**src/rtl/mem_access_if.sv**
```systemverilog
// EX/MEM inputs, data-memory handshake and MEM/WB outputs of the memory-access stage.
// The master modport is the stage's view; the slave modport is the surrounding pipeline and memory.
interface mem_access_if #(
  parameter int PC_WIDTH      = 16,
  parameter int DATA_WIDTH    = 16,
  parameter int REGADDR_WIDTH = 4
);
  logic                     mem_reg_write;
  logic                     mem_mem_read;
  logic                     mem_mem_write;
  logic [PC_WIDTH-1:0]      mem_pc;
  logic [DATA_WIDTH-1:0]    mem_alu_result;
  logic [DATA_WIDTH-1:0]    mem_write_data;
  logic [REGADDR_WIDTH-1:0] mem_rd;
  logic                     mem_is_jal;
  logic [DATA_WIDTH-1:0]    mem_jal_link_value;

  logic                     dmem_req;
  logic                     dmem_we;
  logic [DATA_WIDTH-1:0]    dmem_addr;
  logic [DATA_WIDTH-1:0]    dmem_wdata;
  logic                     dmem_ready;
  logic [DATA_WIDTH-1:0]    dmem_rdata;

  logic                     mem_stall;
  logic                     wb_reg_write;
  logic [REGADDR_WIDTH-1:0] wb_rd;
  logic [DATA_WIDTH-1:0]    wb_data;
  logic                     dmem_err;
  logic [PC_WIDTH-1:0]      dmem_err_pc;

  modport master (
    input  mem_reg_write, mem_mem_read, mem_mem_write, mem_pc, mem_alu_result,
           mem_write_data, mem_rd, mem_is_jal, mem_jal_link_value,
    output dmem_req, dmem_we, dmem_addr, dmem_wdata,
    input  dmem_ready, dmem_rdata,
    output mem_stall, wb_reg_write, wb_rd, wb_data, dmem_err, dmem_err_pc
  );

  modport slave (
    output mem_reg_write, mem_mem_read, mem_mem_write, mem_pc, mem_alu_result,
           mem_write_data, mem_rd, mem_is_jal, mem_jal_link_value,
    input  dmem_req, dmem_we, dmem_addr, dmem_wdata,
    output dmem_ready, dmem_rdata,
    input  mem_stall, wb_reg_write, wb_rd, wb_data, dmem_err, dmem_err_pc
  );
endinterface

```
**src/rtl/mem_access_stage.sv**
```systemverilog
// Pipeline memory-access stage: data-memory req/ready access, front-end stall, MEM/WB register.
// Define MEM_ACCESS_TIMEOUT_EN to abort accesses that wait TIMEOUT_CYCLES without dmem_ready.
module mem_access_stage #(
  parameter int PC_WIDTH       = 16,
  parameter int DATA_WIDTH     = 16,
  parameter int REGADDR_WIDTH  = 4
`ifdef MEM_ACCESS_TIMEOUT_EN
  , parameter int TIMEOUT_CYCLES = 15
`endif
) (
  input logic         clk,
  input logic         reset,
  mem_access_if.master bus
);

  typedef enum logic {S_IDLE, S_WAIT} state_t;

  state_t                   r_state;
  logic                     r_we;
  logic [DATA_WIDTH-1:0]    r_addr;
  logic [DATA_WIDTH-1:0]    r_wdata;
  logic                     r_wb_reg_write;
  logic [REGADDR_WIDTH-1:0] r_wb_rd;
  logic [DATA_WIDTH-1:0]    r_wb_data;

  logic                     w_access;
  logic                     w_is_load;
  logic                     w_in_wait;
  logic                     w_req;
  logic                     w_stall;
  logic                     w_timeout;
  logic [DATA_WIDTH-1:0]    w_wb_sel;

  function automatic logic [DATA_WIDTH-1:0] f_wb_select(
    input logic                  is_jal,
    input logic                  is_load,
    input logic [DATA_WIDTH-1:0] link,
    input logic [DATA_WIDTH-1:0] rdata,
    input logic [DATA_WIDTH-1:0] alu
  );
    if (is_jal)       return link;
    else if (is_load) return rdata;
    else              return alu;
  endfunction

  // A store wins over a load when both flags are set.
  assign w_access  = bus.mem_mem_read | bus.mem_mem_write;
  assign w_is_load = bus.mem_mem_read & ~bus.mem_mem_write;
  assign w_in_wait = (r_state == S_WAIT);
  assign w_req     = ~reset & (w_in_wait | w_access);
  assign w_stall   = w_req & ~bus.dmem_ready & ~w_timeout;
  assign w_wb_sel  = f_wb_select(bus.mem_is_jal, w_is_load, bus.mem_jal_link_value,
                                 bus.dmem_rdata, bus.mem_alu_result);

  assign bus.dmem_req   = w_req;
  assign bus.dmem_we    = w_in_wait ? r_we    : bus.mem_mem_write;
  assign bus.dmem_addr  = w_in_wait ? r_addr  : bus.mem_alu_result;
  assign bus.dmem_wdata = w_in_wait ? r_wdata : bus.mem_write_data;
  assign bus.mem_stall  = w_stall;

  assign bus.wb_reg_write = r_wb_reg_write;
  assign bus.wb_rd        = r_wb_rd;
  assign bus.wb_data      = r_wb_data;

  // Request capture: frozen copies drive the memory for the whole WAIT period.
  always_ff @(posedge clk) begin
    if (!w_in_wait && w_access) begin
      r_we    <= bus.mem_mem_write;
      r_addr  <= bus.mem_alu_result;
      r_wdata <= bus.mem_write_data;
    end
  end

  // FSM and MEM/WB register: stalled or aborted cycles write a bubble and hold rd/data.
  always_ff @(posedge clk or posedge reset) begin
    if (reset) begin
      r_state        <= S_IDLE;
      r_wb_reg_write <= 1'b0;
      r_wb_rd        <= '0;
      r_wb_data      <= '0;
    end else begin
      case (r_state)
        S_IDLE:  if (w_access && !bus.dmem_ready) r_state <= S_WAIT;
        S_WAIT:  if (bus.dmem_ready || w_timeout) r_state <= S_IDLE;
        default: r_state <= S_IDLE;
      endcase

      if (w_stall || w_timeout) begin
        r_wb_reg_write <= 1'b0;
      end else begin
        r_wb_reg_write <= bus.mem_reg_write & (|bus.mem_rd);
        r_wb_rd        <= bus.mem_rd;
        r_wb_data      <= w_wb_sel;
      end
    end
  end

`ifdef MEM_ACCESS_TIMEOUT_EN
  localparam int CNT_W = $clog2(TIMEOUT_CYCLES + 1);

  logic [CNT_W-1:0]    r_cnt;
  logic                r_err;
  logic [PC_WIDTH-1:0] r_err_pc;

  // Abort on the WAIT cycle that would bring the count to TIMEOUT_CYCLES; ready in that cycle wins.
  assign w_timeout = w_in_wait & ~bus.dmem_ready & (r_cnt == CNT_W'(TIMEOUT_CYCLES - 1));

  always_ff @(posedge clk or posedge reset) begin
    if (reset) begin
      r_cnt    <= '0;
      r_err    <= 1'b0;
      r_err_pc <= '0;
    end else begin
      r_err <= w_timeout;
      if (w_timeout) r_err_pc <= bus.mem_pc;
      if (!w_in_wait || bus.dmem_ready || w_timeout) r_cnt <= '0;
      else                                            r_cnt <= r_cnt + CNT_W'(1);
    end
  end

  assign bus.dmem_err    = r_err;
  assign bus.dmem_err_pc = r_err_pc;
`else
  logic w_unused_pc;

  assign w_timeout       = 1'b0;
  assign w_unused_pc     = ^bus.mem_pc;
  assign bus.dmem_err    = 1'b0;
  assign bus.dmem_err_pc = '0;
`endif

endmodule

```
**src/flat_wrapper.sv**
```systemverilog
// flat-port wrapper written by rule: the top's interface ports become plain ports
module mem_access_stage_flat 
#(
  parameter int PC_WIDTH       = 16,
  parameter int DATA_WIDTH     = 16,
  parameter int REGADDR_WIDTH  = 4

)
  (clk, reset, bus_mem_reg_write, bus_mem_mem_read, bus_mem_mem_write, bus_mem_pc, bus_mem_alu_result, bus_mem_write_data, bus_mem_rd, bus_mem_is_jal, bus_mem_jal_link_value, bus_dmem_req, bus_dmem_we, bus_dmem_addr, bus_dmem_wdata, bus_dmem_ready, bus_dmem_rdata, bus_mem_stall, bus_wb_reg_write, bus_wb_rd, bus_wb_data, bus_dmem_err, bus_dmem_err_pc);
  mem_access_if #(.PC_WIDTH(PC_WIDTH), .DATA_WIDTH(DATA_WIDTH), .REGADDR_WIDTH(REGADDR_WIDTH)) bus_i ();
  input logic clk;
  input logic reset;
  input wire logic [$bits(bus_i.mem_reg_write)-1:0] bus_mem_reg_write;
  input wire logic [$bits(bus_i.mem_mem_read)-1:0] bus_mem_mem_read;
  input wire logic [$bits(bus_i.mem_mem_write)-1:0] bus_mem_mem_write;
  input wire logic [$bits(bus_i.mem_pc)-1:0] bus_mem_pc;
  input wire logic [$bits(bus_i.mem_alu_result)-1:0] bus_mem_alu_result;
  input wire logic [$bits(bus_i.mem_write_data)-1:0] bus_mem_write_data;
  input wire logic [$bits(bus_i.mem_rd)-1:0] bus_mem_rd;
  input wire logic [$bits(bus_i.mem_is_jal)-1:0] bus_mem_is_jal;
  input wire logic [$bits(bus_i.mem_jal_link_value)-1:0] bus_mem_jal_link_value;
  output wire logic [$bits(bus_i.dmem_req)-1:0] bus_dmem_req;
  output wire logic [$bits(bus_i.dmem_we)-1:0] bus_dmem_we;
  output wire logic [$bits(bus_i.dmem_addr)-1:0] bus_dmem_addr;
  output wire logic [$bits(bus_i.dmem_wdata)-1:0] bus_dmem_wdata;
  input wire logic [$bits(bus_i.dmem_ready)-1:0] bus_dmem_ready;
  input wire logic [$bits(bus_i.dmem_rdata)-1:0] bus_dmem_rdata;
  output wire logic [$bits(bus_i.mem_stall)-1:0] bus_mem_stall;
  output wire logic [$bits(bus_i.wb_reg_write)-1:0] bus_wb_reg_write;
  output wire logic [$bits(bus_i.wb_rd)-1:0] bus_wb_rd;
  output wire logic [$bits(bus_i.wb_data)-1:0] bus_wb_data;
  output wire logic [$bits(bus_i.dmem_err)-1:0] bus_dmem_err;
  output wire logic [$bits(bus_i.dmem_err_pc)-1:0] bus_dmem_err_pc;
  assign bus_i.mem_reg_write = bus_mem_reg_write;
  assign bus_i.mem_mem_read = bus_mem_mem_read;
  assign bus_i.mem_mem_write = bus_mem_mem_write;
  assign bus_i.mem_pc = bus_mem_pc;
  assign bus_i.mem_alu_result = bus_mem_alu_result;
  assign bus_i.mem_write_data = bus_mem_write_data;
  assign bus_i.mem_rd = bus_mem_rd;
  assign bus_i.mem_is_jal = bus_mem_is_jal;
  assign bus_i.mem_jal_link_value = bus_mem_jal_link_value;
  assign bus_dmem_req = bus_i.dmem_req;
  assign bus_dmem_we = bus_i.dmem_we;
  assign bus_dmem_addr = bus_i.dmem_addr;
  assign bus_dmem_wdata = bus_i.dmem_wdata;
  assign bus_i.dmem_ready = bus_dmem_ready;
  assign bus_i.dmem_rdata = bus_dmem_rdata;
  assign bus_mem_stall = bus_i.mem_stall;
  assign bus_wb_reg_write = bus_i.wb_reg_write;
  assign bus_wb_rd = bus_i.wb_rd;
  assign bus_wb_data = bus_i.wb_data;
  assign bus_dmem_err = bus_i.dmem_err;
  assign bus_dmem_err_pc = bus_i.dmem_err_pc;
  mem_access_stage #(.PC_WIDTH(PC_WIDTH), .DATA_WIDTH(DATA_WIDTH), .REGADDR_WIDTH(REGADDR_WIDTH)) u_core (.clk(clk), .reset(reset), .bus(bus_i));
endmodule
```
**config.mk**
```make
export PLATFORM = sky130hd
export DESIGN_NAME = mem_access_stage_flat
export DESIGN_NICKNAME = d
export VERILOG_FILES = /design/src/rtl/mem_access_if.sv /design/src/rtl/mem_access_stage.sv /design/src/flat_wrapper.sv
export SDC_FILE = /design/constraint.sdc
export NUM_CORES = 1
export LEC_CHECK = 0
export BUFFER_PORTS_ARGS = -buffer_cell sky130_fd_sc_hd__buf_4
export CORE_MARGIN = 4
export CORE_UTILIZATION = 35
export DETAILED_ROUTE_END_ITERATION = 8
export GPL_ROUTABILITY_DRIVEN = 0
export GPL_TIMING_DRIVEN = 0
export PLACE_DENSITY = 0.65
export SLEW_MARGIN = 20
export SYNTH_ARGS = -nofsm -noshare
export SYNTH_HDL_FRONTEND = slang
export SYNTH_SLANG_ARGS = --single-unit
```
**constraint.sdc**
```tcl
create_clock -name clk -period 2.9 [get_ports clk]
set_input_delay 0.29 -clock clk [delete_from_list [all_inputs] [get_ports clk]]
set_output_delay 0.29 -clock clk [all_outputs]
set_load 0.1 [all_outputs]
```
### Yosys cells after proc, flatten, opt, wreduce, memory -nomap -nowiden

Index checks and enable logic that the tools add are counted.

* input bits: 91
* register bits: 55
* output and inout bits: 73
* word-level logic and storage cells: 31

* muxes and demuxes: 9
* bitwise logic cells: 10
* reductions and logical operators: 5

Operator list (number)
* 2-to-1 mux 16 bit: 4
* AND 1 bit: 4
* 2-to-1 mux 1 bit: 4
* inverter 1 bit: 4
* OR reduction 4 bit: 1
* logical AND 1 bit: 2
* logical NOT 1 bit: 2
* bitwise OR 1 bit: 2
* one-hot mux 1 bit (2 select lines): 1

### Logic depth before layout (Yosys ltp)

Gate-level depths: netlist of run 1.

* depth after elaboration: 5
* depth in mapped cells: 6
* depth with buffers taken out: 3

### Worst setup path after synthesis of run 1

No wires, ideal clock.

* kind: input -> register
* start: in bus_mem_mem_read
* end: reg u_core.r_addr[0], enable pin
* stages: 4
* arrival time: 2.125 ns
* slack: 0.352 ns
* required time: 2.477 ns
* library setup time: 0.423 ns
* path buffers: 2
* path through: buf_2 -> clkbuf_1 -> nor2_1 -> nor2_1

* cells in the longest elaborated chain, start to end: 2

RTL lines
* start, declared: RTL line flat_wrapper.sv:14 `input wire logic [$bits(bus_i.mem_mem_read)-1:0] bus_mem_mem_read;`
* bitwise OR 1 bit: RTL line mem_access_stage.sv:47 `assign w_access = bus.mem_mem_read | bus.mem_mem_write;`
* logical AND 1 bit: RTL line mem_access_stage.sv:67 `if (!w_in_wait && w_access) begin`
* end signal, assigned: RTL line mem_access_stage.sv:69 `r_addr <= bus.mem_alu_result;`
* end, declared: RTL line mem_access_stage.sv:20 `logic [DATA_WIDTH-1:0] r_addr;`

Every way passes these cells.
A chain may end at the register's enable or synchronous reset.

### Final worst setup path of run 1

* start: reg u_core.r_state
* end: out bus_mem_stall

* cells in the longest elaborated chain, start to end: 3

RTL lines
* start, declared: RTL line mem_access_stage.sv:18 `state_t r_state;`
* start signal, assigned: RTL line mem_access_stage.sv:77 `r_state <= S_IDLE;`
* start signal, assigned: RTL line mem_access_stage.sv:83 `S_IDLE: if (w_access && !bus.dmem_ready) r_state <= S_WAIT;`
* start signal, assigned: RTL line mem_access_stage.sv:84 `S_WAIT: if (bus.dmem_ready || w_timeout) r_state <= S_IDLE;`
* bitwise OR 1 bit: RTL line mem_access_stage.sv:50 `assign w_req = ~reset & (w_in_wait | w_access);`
* AND 1 bit: RTL line mem_access_stage.sv:50
* AND 1 bit: RTL line mem_access_stage.sv:51 `assign w_stall = w_req & ~bus.dmem_ready & ~w_timeout;`
* end, declared: RTL line flat_wrapper.sv:28 `output wire logic [$bits(bus_i.mem_stall)-1:0] bus_mem_stall;`

Every way passes these cells.

==> flow_summary.toml, run 1 <==
[sta]
rsz0062_at_grt = "false"
fmax_mhz = 483
fin_setup_tns_ns = 0
clock_skew_ns = 0.0117
slew_headroom_pct = 41.8
setup_viol = 0
worstMarginPinSlew_ns = 0.872
fin_crit_ns = 2.07
hold_ws_ns = 0.144
layout_worst_path_cycle_share_pct = 71.4
slew_violations = 0
fin_ws_ns = 0.831
hold_viol_final = 0

[pwr]
seqPwrFrac_pct = 36.8
ir_worst_vdd_mv = 0.297
p_int_mw = 1.39
p_per_area_nw_per_um2 = 591
p_sw_share_pct = 45.2
power.share.clock_pct = 18.9
power_mw = 2.53
power_leakage_nw = 1.91
p_comb_share_pct = 44.4
switchingPower_mw = 1.15

[final_layout]
layout_common_cells = "buf_4, mux2_2, edfxtp_1"
postLayoutCoreUtil_pct = 51.9
finish.instance_area_um2 = 4280
final_common_cell = "buf_4"
num_antenna_cells = 0
syn_to_final_growth_pct = 43.7
finalNonFillerCells = 480
nNetsFinal = 465
drive_above_1_share_pct = 63.5

[synth]
synth_compound_area_share_pct = 10.0
synth_ff_type = "edfxtp_1"
synthCells = 220
yosysTopAreaCell = "edfxtp_1"
yosys.cell_types.count = 24
synth_area_leaders = "edfxtp_1, dfrtp_1, mux2_2"
synth-edff-count = 33
synth_fa_ha_area_share_pct = 0
syn-cell-area_um2 = 2980
synth_top_family_by_area = "simple AND/OR/NAND/NOR gates"
ys_seq_elements = 55
synth_xor_area_share_pct = 0
yosysSeqAreaShare_pct = 51.7
synthArstFlopShare_pct = 40.0
synthMuxAreaShare_pct = 14.0
ys_warn_count = 0
synth_top_area_share_pct = 33.2
synth.avg_cell_area_um2 = 13.5
synthSimpleGateAreaFrac_pct = 15.2

[floorplanning]
die_w_um = 100
rows = 33
io_pins = 164
die_area_um2 = 10100
start_util_pct = 36.1
core_region_area_um2 = 8260
die_y_um = 100

[clocking]
cts_max_level = 2
clock-sinks = 55
clk_latency_ns = 0.32
cts_buffer_depth = 2
cts_root_buf = "clkbuf_8"
cts_tree = "built"
ctsResizeCount = 0
clk_pin_slew_ns = 0.12
cts_inserted_buffers = 5
postCtsSetupRepairBufs = 0
cts.hold.buffers_added = 0

[global_routing]
grt-ovfl-total = 0
grt_pass1_vias = 2330
grt_max_degree = 23
grt.total_usage_pct = 15.5
antenna_found_initial = 0
grt_first_pass_wirelength_um = 12100

[placement]
placed_cells = 472
portBuffers = 130
hpwl_um = 6350
pre_cts_ws_ns = 0.948
place_area_um2 = 4180

[setup_path]
crit_arrival_ns = 1.78
critPathKind = "register to output port"
critPathSlowestCell = "dfrtp_1"
cp_slowest_stage_delay_ns = 0.35
critPathLaunchType = "register"
worst-path-max-fanout = 10
crit_top_cell = "nor3_4"
cp-end-kind = "output port"
worstPathCellList = "buf_6 -> nor3_4 -> nor3_4 -> buf_2 -> buf_4"
cp_data_required_time_ns = 2.61

[detailed_routing]
wl_per_cell_um = 16.7
ant_nets = 0
first_pass_iters = 4
dr_total_vias = 2295
via_per_inst = 4.78
drt_iter0_markers = 85
remaining_drc_errors = 0
postRouteWirelength_um = 8010

[outcome]
outcome = "complete, no violations"

[job]
cap_violations = 0

[min_path]
min_path_type = "input pin to register"
-- synthesized netlist by cell type (all sizes together), types with 2 or more instances --
master  number
buf         30
mux2        37
a211oi      16
dfrtp       22
nor2b       16
and3b       16
o31ai       16
clkbuf       5
nor3         2
nor2         6
edfxtp      33
nand3       16
-- final timing paths --
kind | start | to | slack, ns | cells past startpoint
worst min register to register | u_core.bus.wb_rd[1] | u_core.bus.wb_rd[1] | 0.51 | 1
worst max register to register | u_core.r_state | u_core.r_addr[12] | 1.20 | 4
worst min-delay path | bus_mem_write_data[3] | u_core.r_wdata[3] | 0.14 | 1
min in group asynchronous | reset | u_core.bus.wb_data[7] | 0.18 | 2
max in group asynchronous | reset | u_core.bus.wb_data[8] | 2.18 | 2
worst max-delay path | u_core.r_state | bus_mem_stall | 0.83 | 5
-- routing by layer --
layer / track usage, % / up-vias / share of wire [%]
met3: 3.47 / 5 / 8.2
met5: 0 / - / 0
li1: - / 1096 / -
met2: 26.8 / 103 / 51
met1: 19.6 / 1091 / 39
met4: 4.04 / 0 / 1.1
-- final cells by class --
class,instances,area [um^2]
Buffer,35,264
Multi-Input combinational cell,145,1240
Timing Repair Buffer,131,1000
Sequential cell,55,1540
Fill cell,758,3970
Clock inverter,2,18.8
Clock buffer,6,82.6
Tap cell,105,131
Inverter,1,3.75
-- critical path: cells and delay by family, from the launching register on --
family | cells | cell delay, ns
buf+inv | 3 | 0.84
flops | 1 | 0.35
simple gates | 2 | 0.27
-- power groups by stage --
stage / sequential [mW] / clock, mW / combinational, mW
3_3_place_gp: 0.948 / 0 / 1.12
2_1_floorplan: 1.18 / 0 / 0.623
6_report: 0.931 / 0.478 / 1.12
3_5_place_dp: 0.948 / 0 / 1.13
5_1_grt: 0.938 / 0.511 / 1.16
4_1_cts: 0.932 / 0.489 / 1.13
-- cells by family (layout without fill, tap and decap cells) --
kind of cell	Yosys count	after routing
AOI/OAI and AO/OA	33	33
muxes	37	37
other	1	17
buffers and inverters	36	175
and+or+nand+nor	58	58
DFF	55	55
-- sequential cells by signal (all words and copies together) (netlist names) --
signal / count
u_core.r_wdata: 16
u_core.bus.wb_rd: 4
u_core.r_addr: 16
u_core.bus.wb_reg_write: 1
u_core.bus.wb_data: 16
u_core.r_state: 1
u_core.r_we: 1
Power figures use the tool's default switching activity.
==> run 2, diff against run 1 <==
--- a/config.mk
+++ b/config.mk
@@ -11,7 +11,7 @@
 export DETAILED_ROUTE_END_ITERATION = 8
 export GPL_ROUTABILITY_DRIVEN = 0
 export GPL_TIMING_DRIVEN = 0
-export PLACE_DENSITY = 0.65
+export PLACE_DENSITY = 0.68
 export SLEW_MARGIN = 20
 export SYNTH_ARGS = -nofsm -noshare
 export SYNTH_HDL_FRONTEND = slang
==> constraint.sdc (replaced) <==
create_clock -name clk -period 1.7 [get_ports clk]
set_input_delay 0.17 -clock clk [delete_from_list [all_inputs] [get_ports clk]]
set_output_delay 0.17 -clock clk [all_outputs]
set_load 0.1 [all_outputs]
==> run 2 against run 1 <==
  * Die area unchanged
  * Critical path depth is the same
  * Largest power group unchanged
  * Flip-flop and latch count stayed put
  * The run now ends with negative setup slack left
  * Register-to-register slack got worse by 1.1 ns
==> flow_summary.toml, run 2 (synthesis gave the netlist of run 1 again) <==
[pwr]
ir_worst_vdd_mv = 0.478
p_sw_share_pct = 44.8
seqPwrFrac_pct = 36.6
p_comb_share_pct = 46.6
power.share.clock_pct = 16.8
power_mw = 4.35
switchingPower_mw = 1.95
power_leakage_nw = 2.00
p_int_mw = 2.40
p_per_area_nw_per_um2 = 963

[final_layout]
multiInputGateArea_um2 = 1270
num_antenna_cells = 0
final_common_cell = "buf_4"
drive_above_1_share_pct = 64.2
layout_common_cells = "buf_4, buf_6, mux2_2, edfxtp_1, dfrtp_1"
syn_to_final_growth_pct = 51.5
nNetsFinal = 470
nFillCells = 744
seqCellArea_um2 = 1540

[global_routing]
grt_use_met1_pct = 19.1
grt_busiest_layer = "met2"
grt.total_usage_pct = 15.8
antenna_found_initial = 0
met3_usage_pct = 4.17
grt-ovfl-total = 0
grt_pass1_vias = 2407
grt_max_degree = 23
use_met2_pct = 28.1
grt_first_pass_wirelength_um = 12400

[floorplanning]
start_util_pct = 36.1
io_pins = 164
core_region_area_um2 = 8260
die_w_um = 100
die_y_um = 100
die_area_um2 = 10100
rows = 33

[setup_path]
r2r_setup_slack_ns = 0.12
reg2reg_to = "u_core.r_addr[2]"
cp_data_required_time_ns = 1.53
cp-end-kind = "output port"
timing.rr.start = "u_core.r_state"
worst-path-max-fanout = 10
critPathLaunchType = "register"
critPathKind = "register to output port"
crit_arrival_ns = 1.54
r2r_cells = 4

[outcome]
violations = "negative setup slack"
outcome = "finished, violations left"

[clocking]
clk_latency_ns = 0.31
cts_max_level = 2
cts_buffer_depth = 2
cts_inserted_buffers = 5
clock-sinks = 55
cts_root_buf = "clkbuf_8"
cts_tree = "built"
clk_pin_slew_ns = 0.11
cts.hold.buffers_added = 0

[detailed_routing]
drt_iter0_markers = 50
wl_per_cell_um = 16.8
first_pass_iters = 6
remaining_drc_errors = 0
ant_nets = 0
via_per_inst = 4.77
dr_total_vias = 2314
postRouteWirelength_um = 8150

[min_path]
hp-start = "bus_mem_write_data[8]"
min_path_type = "input pin to register"
whs_endpoint = "u_core.r_wdata[8]"
worstHoldPathCells = 1

[job]
cap_violations = 0

[sta]
fin_ws_ns = -0.00710
layout_worst_path_cycle_share_pct = 100
fin_setup_tns_ns = -0.00710
worstMarginPinSlew_ns = 0.868
hold_ws_ns = 0.0334
fmax_mhz = 586
fin_crit_ns = 1.71
slew_headroom_pct = 42.1
clock_skew_ns = 0.0110
rsz0062_at_grt = "true"
hold_viol_final = 0
slew_violations = 0
setup_viol = 1

[placement]
pre_cts_ws_ns = -0.325
portBuffers = 130
hpwl_um = 6370
-- run 2: cell types whose count changed in the layout (fill, tap and decap cells not counted), moves of 4 or more --
cell / delta
buf_6: +30
buf_12: +6
buf_2: -4
mux2_2: -4
mux2_4: +4
buf_4: -28
-- run 2: repair_timing --
item                       4_1_cts  5_1_grt
cloned                           1        0
resized for setup               30       29
buffers inserted                 1        4
setup endpoints to repair       63       49
pin swaps                        1        2
-- run 2: area by class of cell --
cell class | count | area share, %
sequential | 55 | 34.1
multi-input combinational | 146 | 28.1
timing repair buffer | 135 | 26.2
buffer | 35 | 6.60
tap | 105 | 2.91
clock buffer | 5 | 1.52
clock inverter | 3 | 0.416
inverter | 1 | 0.0831
-- run 2: worst max path at each step --
stage / start / to / slack [ns] / depth (start not counted)
6_report: u_core.r_state / bus_mem_stall / -0.007 / 5
5_1_grt: u_core.r_state / bus_mem_stall / -0.1 / 5
4_1_cts: u_core.r_state / bus_mem_stall / -0.12 / 5
3_5_place_dp: bus_mem_mem_read / u_core.r_wdata[15] / -0.32 / 5
3_3_place_gp: bus_mem_mem_read / u_core.r_addr[10] / -0.27 / 5
2_1_floorplan: u_core.r_state / u_core.r_addr[0] / 0.09 / 3
-- run 2: power groups by stage --
| stage | clock network [mW] | registers [mW] | logic, mW |
|---|---|---|---|
| after CTS | 0.764 | 1.59 | 1.97 |
| after global routing | 0.806 | 1.60 | 2.09 |
| after floorplan | 0 | 2.01 | 1.07 |
| after global placement | 0 | 1.62 | 1.91 |
| after detailed placement | 0 | 1.62 | 1.92 |
| final | 0.730 | 1.59 | 2.03 |
-- run 2: per-stage QoR --
step,instances,util [%],area [um^2]
floorplan,236,-,3050
global placement,471,50.3,4160
detailed placement,471,50.3,4160
CTS,481,52.9,4370
global route,485,54.7,4510
finish,485,54.7,4510
-- run 2: metal layers --
layer	wire [um]	share of wire, %	vias up
met5	0	0	-
met4	76	0.93	0
met3	588	7.2	6
met2	4270	52	83
met1	3220	39	1122
li1	-	-	1103
-- run 2: worst max-delay path: stages (launching register included) --
cell and delay [ns]:
dfrtp_1 0.39, buf_6 0.15, nor3_4 0.27, nor3_4 0.08
buf_6 0.16, buf_12 0.17
